### src/rtl/mc_mips_core_if.sv
// Unified memory port of the multi-cycle core: one request at a time,
// completing on the cycle where mem_req && mem_ready.
interface mc_mips_core_if;
  logic        mem_req;
  logic        mem_we;
  logic [31:0] mem_addr;
  logic [31:0] mem_wdata;
  logic [31:0] mem_rdata;
  logic        mem_ready;

  modport master (
    output mem_req, mem_we, mem_addr, mem_wdata,
    input  mem_rdata, mem_ready
  );

  modport slave (
    input  mem_req, mem_we, mem_addr, mem_wdata,
    output mem_rdata, mem_ready
  );
endinterface

### src/rtl/mc_mips_core.sv
// Multi-cycle MIPS-subset core with a shared datapath and a unified memory port.
// Optional performance counters are enabled by defining MC_PERF_CNT_EN.
module mc_mips_core #(
  parameter logic [31:0] RESET_PC    = 32'h0000_0000,
  parameter bit          ALIGN_CHECK = 1'b1
) (
  input  logic                 clk,
  input  logic                 reset,
  mc_mips_core_if.master       mem_bus,
  output logic [31:0]          pc_out,
  output logic                 retire,
  output logic                 halted,
  output logic [31:0]          cycle_count,
  output logic [31:0]          instr_count
);

  typedef enum logic [2:0] {
    S_RST, S_FETCH, S_DECODE, S_EXEC, S_MEM, S_WB, S_HALT
  } state_t;

  state_t state_q, state_d;

  logic [31:0]        pc_q, pc_d, ir_q, mdr_q;
  logic signed [31:0] a_q, b_q, alu_q;
  logic [31:0]        rf_q [32];

  logic        mem_req_q, mem_req_d, mem_we_q, mem_we_d;
  logic [31:0] mem_addr_q, mem_addr_d, mem_wdata_q, mem_wdata_d;
  logic        retire_q, retire_d, halted_q, halted_d;

  logic [5:0]         op, funct;
  logic [4:0]         rs, rt, rd, wb_dst;
  logic signed [31:0] imm_s;
  logic is_nop, is_rtype, is_addi, is_lw, is_sw, is_beq, is_j, illegal;
  logic               mem_done, misaligned;
  logic signed [31:0] opa_s, opb_s, alu_res;
  logic [31:0]        pc_plus4, br_target, j_target, wb_data;

  assign op     = ir_q[31:26];
  assign rs     = ir_q[25:21];
  assign rt     = ir_q[20:16];
  assign rd     = ir_q[15:11];
  assign funct  = ir_q[5:0];
  assign imm_s  = {{16{ir_q[15]}}, ir_q[15:0]};

  assign is_nop   = (ir_q == 32'h0);
  assign is_rtype = (op == 6'h00) && ((funct == 6'h20) || (funct == 6'h22) ||
                    (funct == 6'h24) || (funct == 6'h25) || (funct == 6'h2A));
  assign is_addi  = (op == 6'h08);
  assign is_lw    = (op == 6'h23);
  assign is_sw    = (op == 6'h2B);
  assign is_beq   = (op == 6'h04);
  assign is_j     = (op == 6'h02);
  assign illegal  = !(is_nop || is_rtype || is_addi || is_lw || is_sw || is_beq || is_j);

  assign mem_done  = mem_req_q && mem_bus.mem_ready;
  assign pc_plus4  = pc_q + 32'd4;
  assign br_target = pc_plus4 + {imm_s[29:0], 2'b00};
  assign j_target  = {pc_plus4[31:28], ir_q[25:0], 2'b00};
  assign wb_dst    = is_rtype ? rd : rt;
  assign wb_data   = is_lw ? mdr_q : alu_q;

  always_comb begin
    opa_s   = a_q;
    opb_s   = is_rtype ? b_q : imm_s;
    alu_res = opa_s + opb_s;
    if (is_rtype) begin
      case (funct)
        6'h22:   alu_res = opa_s - opb_s;
        6'h24:   alu_res = opa_s & opb_s;
        6'h25:   alu_res = opa_s | opb_s;
        6'h2A:   alu_res = {31'b0, (opa_s < opb_s)};
        default: alu_res = opa_s + opb_s;
      endcase
    end
  end

  assign misaligned = ALIGN_CHECK && (alu_res[1:0] != 2'b00);

  // State register
  always_ff @(posedge clk or posedge reset) begin
    if (reset) state_q <= S_RST;
    else       state_q <= state_d;
  end

  // Next-state logic
  always_comb begin
    state_d = state_q;
    case (state_q)
      S_RST:    state_d = S_FETCH;
      S_FETCH:  if (mem_done) state_d = S_DECODE;
      S_DECODE: begin
        if (illegal)              state_d = S_HALT;
        else if (is_j || is_nop)  state_d = S_FETCH;
        else                      state_d = S_EXEC;
      end
      S_EXEC: begin
        if (is_beq)               state_d = S_FETCH;
        else if (is_lw || is_sw)  state_d = misaligned ? S_HALT : S_MEM;
        else                      state_d = S_WB;
      end
      S_MEM:    if (mem_done) state_d = is_sw ? S_FETCH : S_WB;
      S_WB:     state_d = S_FETCH;
      S_HALT:   state_d = S_HALT;
      default:  state_d = S_RST;
    endcase
  end

  // Output logic: next values of the registered outputs; PC moves only at retire
  always_comb begin
    pc_d     = pc_q;
    retire_d = 1'b0;
    case (state_q)
      S_DECODE: begin
        if (is_j)        begin pc_d = j_target; retire_d = 1'b1; end
        else if (is_nop) begin pc_d = pc_plus4; retire_d = 1'b1; end
      end
      S_EXEC: if (is_beq) begin
        pc_d     = (a_q == b_q) ? br_target : pc_plus4;
        retire_d = 1'b1;
      end
      S_MEM:  if (mem_done && is_sw) begin pc_d = pc_plus4; retire_d = 1'b1; end
      S_WB:   begin pc_d = pc_plus4; retire_d = 1'b1; end
      default: ;
    endcase

    mem_req_d   = (state_d == S_FETCH) || (state_d == S_MEM);
    mem_we_d    = (state_d == S_MEM) && is_sw;
    mem_addr_d  = mem_addr_q;
    mem_wdata_d = mem_wdata_q;
    if (state_d == S_FETCH) begin
      mem_addr_d = pc_d;
    end else if ((state_d == S_MEM) && (state_q == S_EXEC)) begin
      mem_addr_d  = {alu_res[31:2], 2'b00};
      mem_wdata_d = b_q;
    end
    halted_d = (state_d == S_HALT);
  end

  always_ff @(posedge clk or posedge reset) begin
    if (reset) begin
      pc_q        <= RESET_PC;
      mem_req_q   <= 1'b0;
      mem_we_q    <= 1'b0;
      mem_addr_q  <= RESET_PC;
      mem_wdata_q <= 32'h0;
      retire_q    <= 1'b0;
      halted_q    <= 1'b0;
    end else begin
      pc_q        <= pc_d;
      mem_req_q   <= mem_req_d;
      mem_we_q    <= mem_we_d;
      mem_addr_q  <= mem_addr_d;
      mem_wdata_q <= mem_wdata_d;
      retire_q    <= retire_d;
      halted_q    <= halted_d;
    end
  end

  // Shared datapath registers and register file
  always_ff @(posedge clk or posedge reset) begin
    if (reset) begin
      ir_q  <= 32'h0;
      mdr_q <= 32'h0;
      a_q   <= '0;
      b_q   <= '0;
      alu_q <= '0;
      for (int i = 0; i < 32; i++) rf_q[i] <= 32'h0;
    end else begin
      case (state_q)
        S_FETCH:  if (mem_done) ir_q <= mem_bus.mem_rdata;
        S_DECODE: begin
          a_q <= rf_q[rs];
          b_q <= rf_q[rt];
        end
        S_EXEC:   alu_q <= alu_res;
        S_MEM:    if (mem_done && is_lw) mdr_q <= mem_bus.mem_rdata;
        S_WB:     if (wb_dst != 5'd0) rf_q[wb_dst] <= wb_data;
        default: ;
      endcase
    end
  end

`ifdef MC_PERF_CNT_EN
  logic [31:0] cyc_q, icnt_q;

  always_ff @(posedge clk or posedge reset) begin
    if (reset) begin
      cyc_q  <= 32'h0;
      icnt_q <= 32'h0;
    end else begin
      if ((state_q != S_RST) && (state_q != S_HALT)) cyc_q <= cyc_q + 32'd1;
      if (retire_d) icnt_q <= icnt_q + 32'd1;
    end
  end

  assign cycle_count = cyc_q;
  assign instr_count = icnt_q;
`else
  assign cycle_count = 32'h0;
  assign instr_count = 32'h0;
`endif

  assign mem_bus.mem_req   = mem_req_q;
  assign mem_bus.mem_we    = mem_we_q;
  assign mem_bus.mem_addr  = mem_addr_q;
  assign mem_bus.mem_wdata = mem_wdata_q;
  assign pc_out            = pc_q;
  assign retire            = retire_q;
  assign halted            = halted_q;

endmodule
### src/flat_wrapper.sv
// flat-port wrapper written by rule: the top's interface ports become plain ports
module mc_mips_core_flat 
#(
  parameter logic [31:0] RESET_PC    = 32'h0000_0000,
  parameter bit          ALIGN_CHECK = 1'b1
)
  (clk, reset, pc_out, retire, halted, cycle_count, instr_count, mem_bus_mem_req, mem_bus_mem_we, mem_bus_mem_addr, mem_bus_mem_wdata, mem_bus_mem_rdata, mem_bus_mem_ready);
  mc_mips_core_if mem_bus_i ();
  input  logic clk;
  input  logic reset;
  output logic [31:0] pc_out;
  output logic retire;
  output logic halted;
  output logic [31:0] cycle_count;
  output logic [31:0] instr_count;
  output wire logic [$bits(mem_bus_i.mem_req)-1:0] mem_bus_mem_req;
  output wire logic [$bits(mem_bus_i.mem_we)-1:0] mem_bus_mem_we;
  output wire logic [$bits(mem_bus_i.mem_addr)-1:0] mem_bus_mem_addr;
  output wire logic [$bits(mem_bus_i.mem_wdata)-1:0] mem_bus_mem_wdata;
  input wire logic [$bits(mem_bus_i.mem_rdata)-1:0] mem_bus_mem_rdata;
  input wire logic [$bits(mem_bus_i.mem_ready)-1:0] mem_bus_mem_ready;
  assign mem_bus_mem_req = mem_bus_i.mem_req;
  assign mem_bus_mem_we = mem_bus_i.mem_we;
  assign mem_bus_mem_addr = mem_bus_i.mem_addr;
  assign mem_bus_mem_wdata = mem_bus_i.mem_wdata;
  assign mem_bus_i.mem_rdata = mem_bus_mem_rdata;
  assign mem_bus_i.mem_ready = mem_bus_mem_ready;
  mc_mips_core #(.RESET_PC(RESET_PC), .ALIGN_CHECK(ALIGN_CHECK)) u_core (.clk(clk), .reset(reset), .mem_bus(mem_bus_i), .pc_out(pc_out), .retire(retire), .halted(halted), .cycle_count(cycle_count), .instr_count(instr_count));
endmodule
### config.mk
export PLATFORM = sky130hd
export DESIGN_NAME = mc_mips_core_flat
export DESIGN_NICKNAME = d
export VERILOG_FILES = /design/src/rtl/mc_mips_core_if.sv /design/src/rtl/mc_mips_core.sv /design/src/flat_wrapper.sv
export SDC_FILE = /design/constraint.sdc
export NUM_CORES = 2
export LEC_CHECK = 0
export CAP_MARGIN = 25
export CORE_MARGIN = 4
export CORE_UTILIZATION = 54
export CTS_BUF_LIST = sky130_fd_sc_hd__clkbuf_8
export DETAILED_ROUTE_END_ITERATION = 10
export PLACE_DENSITY = 0.8
export RECOVER_POWER = 100
export SETUP_SLACK_MARGIN = 0.02
export SYNTH_ARGS = -nofsm -noshare
export SYNTH_HDL_FRONTEND = slang
export SYNTH_SLANG_ARGS = --single-unit
### constraint.sdc
create_clock -name clk -period 130.5 [get_ports clk]
set_input_delay 26.1 -clock clk [delete_from_list [all_inputs] [get_ports clk]]
set_output_delay 26.1 -clock clk [all_outputs]
set_load 0.005 [all_outputs]
# Word-level counts from Yosys, hierarchy flattened
# Index checks and enable logic that the tools add are counted.
# totals
word_cells	147
out_inout_bits	164
register_bits	1287
input_bits	35
# op_classes
n_eq_ne	20
n_addsub	4
n_mux	36
n_reduce_logical	31
magnitude_cmp	5
bitwise	6
# ops
cell	n
1024-bit bitwise mux	1
32-bit 2-to-1 mux	15
32-bit binary-select mux with 5-bit select	2
32-bit one-hot mux with 4 select lines	2
32-bit demux with 5-bit select	1
32-bit adder	2
6-bit equality test, second input constant	7
32-bit by 3-bit adder with 32-bit output, second input constant	1
32-bit AND	1
32-bit equality test	1
32-bit zero test	1
32-bit less-than comparator	1
32-bit OR	1
32-bit subtractor	1
6-bit >= comparator, second input constant	3
3-bit 2-to-1 mux	6
5-bit inverter with 6-bit output	3
3-bit one-hot mux with 6 select lines	1
3-bit equality test, second input constant	5
1-bit logical OR	13
2-bit AND reduction	4
1-bit logical AND	7
3-bit by 1-bit equality test with 1-bit output, second input constant	2
3-bit by 2-bit equality test with 1-bit output, second input constant	2
other kinds (14)	19

# Longest topological paths before layout
# depth
depth_word	19
ltp_mapped	23
ltp_nobuf	16

# Worst setup path after synthesis
# No wires, ideal clock.
# synth_timing
kind	input port to flip-flop
start	input port mem_bus_mem_ready
end	register u_core.mem_addr_q[20], in the netlist u_core.mem_bus.mem_addr[20]
setup_time_ps	126
slack_ps	102677
path_buffers	1
required_ps	130374
stages	8
arrival_time_ps	27697
cell_sequence	nand4_1 > a22o_1 > a21o_1 > a21o_1 > clkbuf_1 > a222oi_1 > a21oi_1 > a221o_1
# synth_via
elab_chain_len	6
elab_cells_between_ends	12
cone_classes	eq/ne (2); mux (6); reduce/logical (4)
# synth_lines
element	line_no	rtl
from (decl)	flat_wrapper.sv:21	input wire logic [$bits(mem_bus_i.mem_ready)-1:0] mem_bus_mem_ready;
1-bit logical AND *	mc_mips_core.sv:56	assign mem_done = mem_req_q && mem_bus.mem_ready;
3-bit 2-to-1 mux, on equally long branches	mc_mips_core.sv:102, mc_mips_core.sv:91	
3-bit one-hot mux with 6 select lines	mc_mips_core.sv:89	case (state_q)
3-bit equality test	mc_mips_core.sv:133	end else if ((state_d == S_MEM) && (state_q == S_EXEC)) begin
1-bit logical AND	mc_mips_core.sv:133	
2-bit nonzero test (no source line)	n/a	
to (signal assigned)	mc_mips_core.sv:153	mem_addr_q <= mem_addr_d;
to (decl)	mc_mips_core.sv:28	logic [31:0] mem_addr_q, mem_addr_d, mem_wdata_q, mem_wdata_d;
# Every way passes the cells marked *; elsewhere a longest branch is shown, timed or not.
# A chain may end at the register's enable or synchronous reset.

==> flow_summary.toml <==
[floorplanning]
die_y_um = 371
ios = 199
row_count = 132
start_util = 0.546
dieArea_um2 = 138000
chipWidth_um = 371
core_area_um2 = 130000

[setup_path]
cp_data_required_time_ns = 130.65
arrival_ns = 41.19
start_kind = "input pin"
critPathMaxFanout = 129
critPathCaptureType = "async pin"
timing_worst_setup_path_type = "input pin to async pin"

[logic_synthesis]
syn_avg_cell_area_um2 = 11.0
yosysWarnings = 0
synth_top_area_cell = "dfrtp_1"
synthFlopType = "dfrtp_1"
synth.most_common_cell = "dfrtp_1"
syn_area_um2 = 71200
synth_seq_cells = 1287
ys_seq_area_frac = 0.452
syn_inst = 6488
synth_top_cells_by_count = "dfrtp_1, nand2_1, nor2_1, mux4_2, o21ai_0"
ys_types = 96
synth.area.top_cells = "dfrtp_1, mux4_2, o21ai_0"
async_flop_share = 1.00
synth_top_cell_area_share = 0.452
synth_edf_count = 0

[pwr]
p_total_mw = 2.00
leakagePower_nw = 34.1
peakVddDrop_mv = 0.0166
p_comb_frac = 0.466
p_seq_frac = 0.351
power_switching_mw = 0.843
swShare = 0.421
p_int_mw = 1.16
p_clk_frac = 0.183
powerDensity_nw_per_um2 = 25.9

[timing]
whs_ns = 0.402
finalClockSkew_ns = 0.0499
tightestPinTransition_ns = 10.12
fmax_mhz = 24.4
fin_crit_ns = 41.04
max_slew_margin = -5.75
rsz0062_at_grt = "false"
min_period_over_period = 0.314
finalSetupTns_ns = 0
final-max-slew-violation-count = 4047
setup_viol = 0
finalHoldViolCount = 0

[clocking]
numCtsBuffers = 198
ctsHoldBuffers = 0
cts_root_buf = "clkbuf_8"
post-cts-setup-buffers = 0
cts_resized = 0
cts_buffer_depth = 3
clkLatencyLatePin_ns = 0.96
clkSinkCount = 1287
h-tree-depth = 4
cts.clk_slew.worst_paths_ns = 0.06
cts_tree = "built"

[drt]
vias_per_cell = 6.81
vias = 56400
postRouteAntennaNets = 0
drc = 0
drt-initial-drc-count = 7796
wl_per_cell_um = 28.4
first_pass_iters = 6
wirelength_mm = 235

[grt]
grt_pass1_wl_mm = 352
grt_usage = 0.342
grt_remaining_overflow = 0
grt_pass1_vias = 56200
grt_max_degree = 130
antenna_found_initial = 7

[job]
cap_violations = 84

[hold_path]
min_path_type = "register to register"

[place]
port_buffers = 134
gp_congestion = 1.00
dp_hpwl_mm = 145

[status]
violations = "capacitance limit, slew limit"
status = "complete, but fails checks"

[cells_and_area]
drive_gt1_frac = 0.183
fin_util = 0.592
largest_register_ffs = 1024
largest_register = "u_core.rf_q"
nFillCells = 10000
area_delta_synth_final_pct = 8.38
nNetsFinal = 6536
## path summary, 6_finish.rpt
check                      slack (ns)                          start  depth (start not counted)                                      end
min in group asynchronous       27.47                          reset                          2             u_core.rf_q[464]$_DFFE_PP0P_
max reg2reg                    118.74    u_core.ir_q[21]$_DFFE_PP0P_                          6                u_core.a_q[5]$_DFFE_PP0P_
max                             89.46                          reset                          7             u_core.rf_q[825]$_DFFE_PP0P_
max in group clk               100.34              mem_bus_mem_ready                         10  u_core.mem_bus.mem_addr[18]$_DFFE_PP0P_
min reg2reg                      0.40  u_core.rf_q[1002]$_DFFE_PP0P_                          0            u_core.rf_q[1002]$_DFFE_PP0P_
min                              0.40  u_core.rf_q[1002]$_DFFE_PP0P_                          0            u_core.rf_q[1002]$_DFFE_PP0P_
## stage by stage
| step | cells | worst slack (ns) | cell area (um2) |
|---|---|---|---|
| 5_1_grt | 8276 | 86.54 | 77100 |
| 4_1_cts | 8261 | 100.58 | 77700 |
| 6_report | 8281 | 89.46 | 77200 |
| 3_5_place_dp | 7899 | 99.58 | 73400 |
| 2_1_floorplan | 6551 | 68.13 | 71400 |
| 3_3_place_gp | 7892 | 99.68 | 73200 |
## worst max-delay path, cell delays in order
cell	delay [ns]
dlygate4sd3_1	0.55
clkinvlp_2	3.24
clkbuf_1	2.45
clkbuf_1	2.62
clkbuf_1	0.39
clkbuf_1	2.80
clkbuf_1	2.82
## cells in the final DEF (no fill, tap or decap), types with 63 or more instances in the layout
cell and instances:
a21oi_1 591, o21ai_0 656, mux4_2 640, inv_1 188, mux2i_1 68, nor2_1 675
mux2_2 71, clkbuf_8 249, buf_4 63, ha_1 127, dfrtp_1 1280, conb_1 64
clkbuf_1 80, dlygate4sd3_1 102, nand2_1 781
## logic make-up (layout without fill, tap and decap cells)
group	after synthesis	after routing	synth area share
DFF	1287	1287	0.452
muxes	816	816	0.229
and+or+nand+nor	1724	1724	0.103
adders and majority gates	130	130	0.0232
xor gates and xnor gates	80	80	0.00984
AOI/OAI and AO/OA	1655	1655	0.135
other	1	70	0.0000527
buffers and inverters	795	777	0.0481
## power by group through the flow
stage                     Combinational [mW]  Sequential, mW  Clock [mW]
after floorplan                        0.675           0.631           0
after global placement                 0.879           0.682           0
after detailed placement               0.903           0.698           0
after CTS                              0.907           0.693       0.367
after global routing                   0.997           0.714       0.386
final                                  0.933           0.702       0.366
## routing by layer
metal  global-route usage  vias up  part of all wire
li1                     -    23200                 -
met1                0.440    28000              0.35
met2                0.512     4124              0.44
met3               0.0935      972              0.13
met4                0.224        0             0.078
met5                    0        -                 0
## final cells by class
| type | instances | area [um2] | area share |
|---|---|---|---|
| Antenna cell | 6 | 15.0 | 0.000195 |
| Inverter | 133 | 500 | 0.00649 |
| Clock inverter | 113 | 867 | 0.0112 |
| Tap cell | 1742 | 2180 | 0.0283 |
| Multi-Input combinational cell | 4469 | 35700 | 0.463 |
| Clock buffer | 249 | 3430 | 0.0444 |
| Timing Repair Buffer | 282 | 2210 | 0.0286 |
| Sequential cell | 1287 | 32200 | 0.418 |
Note: power is estimated with default switching activity, not from simulation.
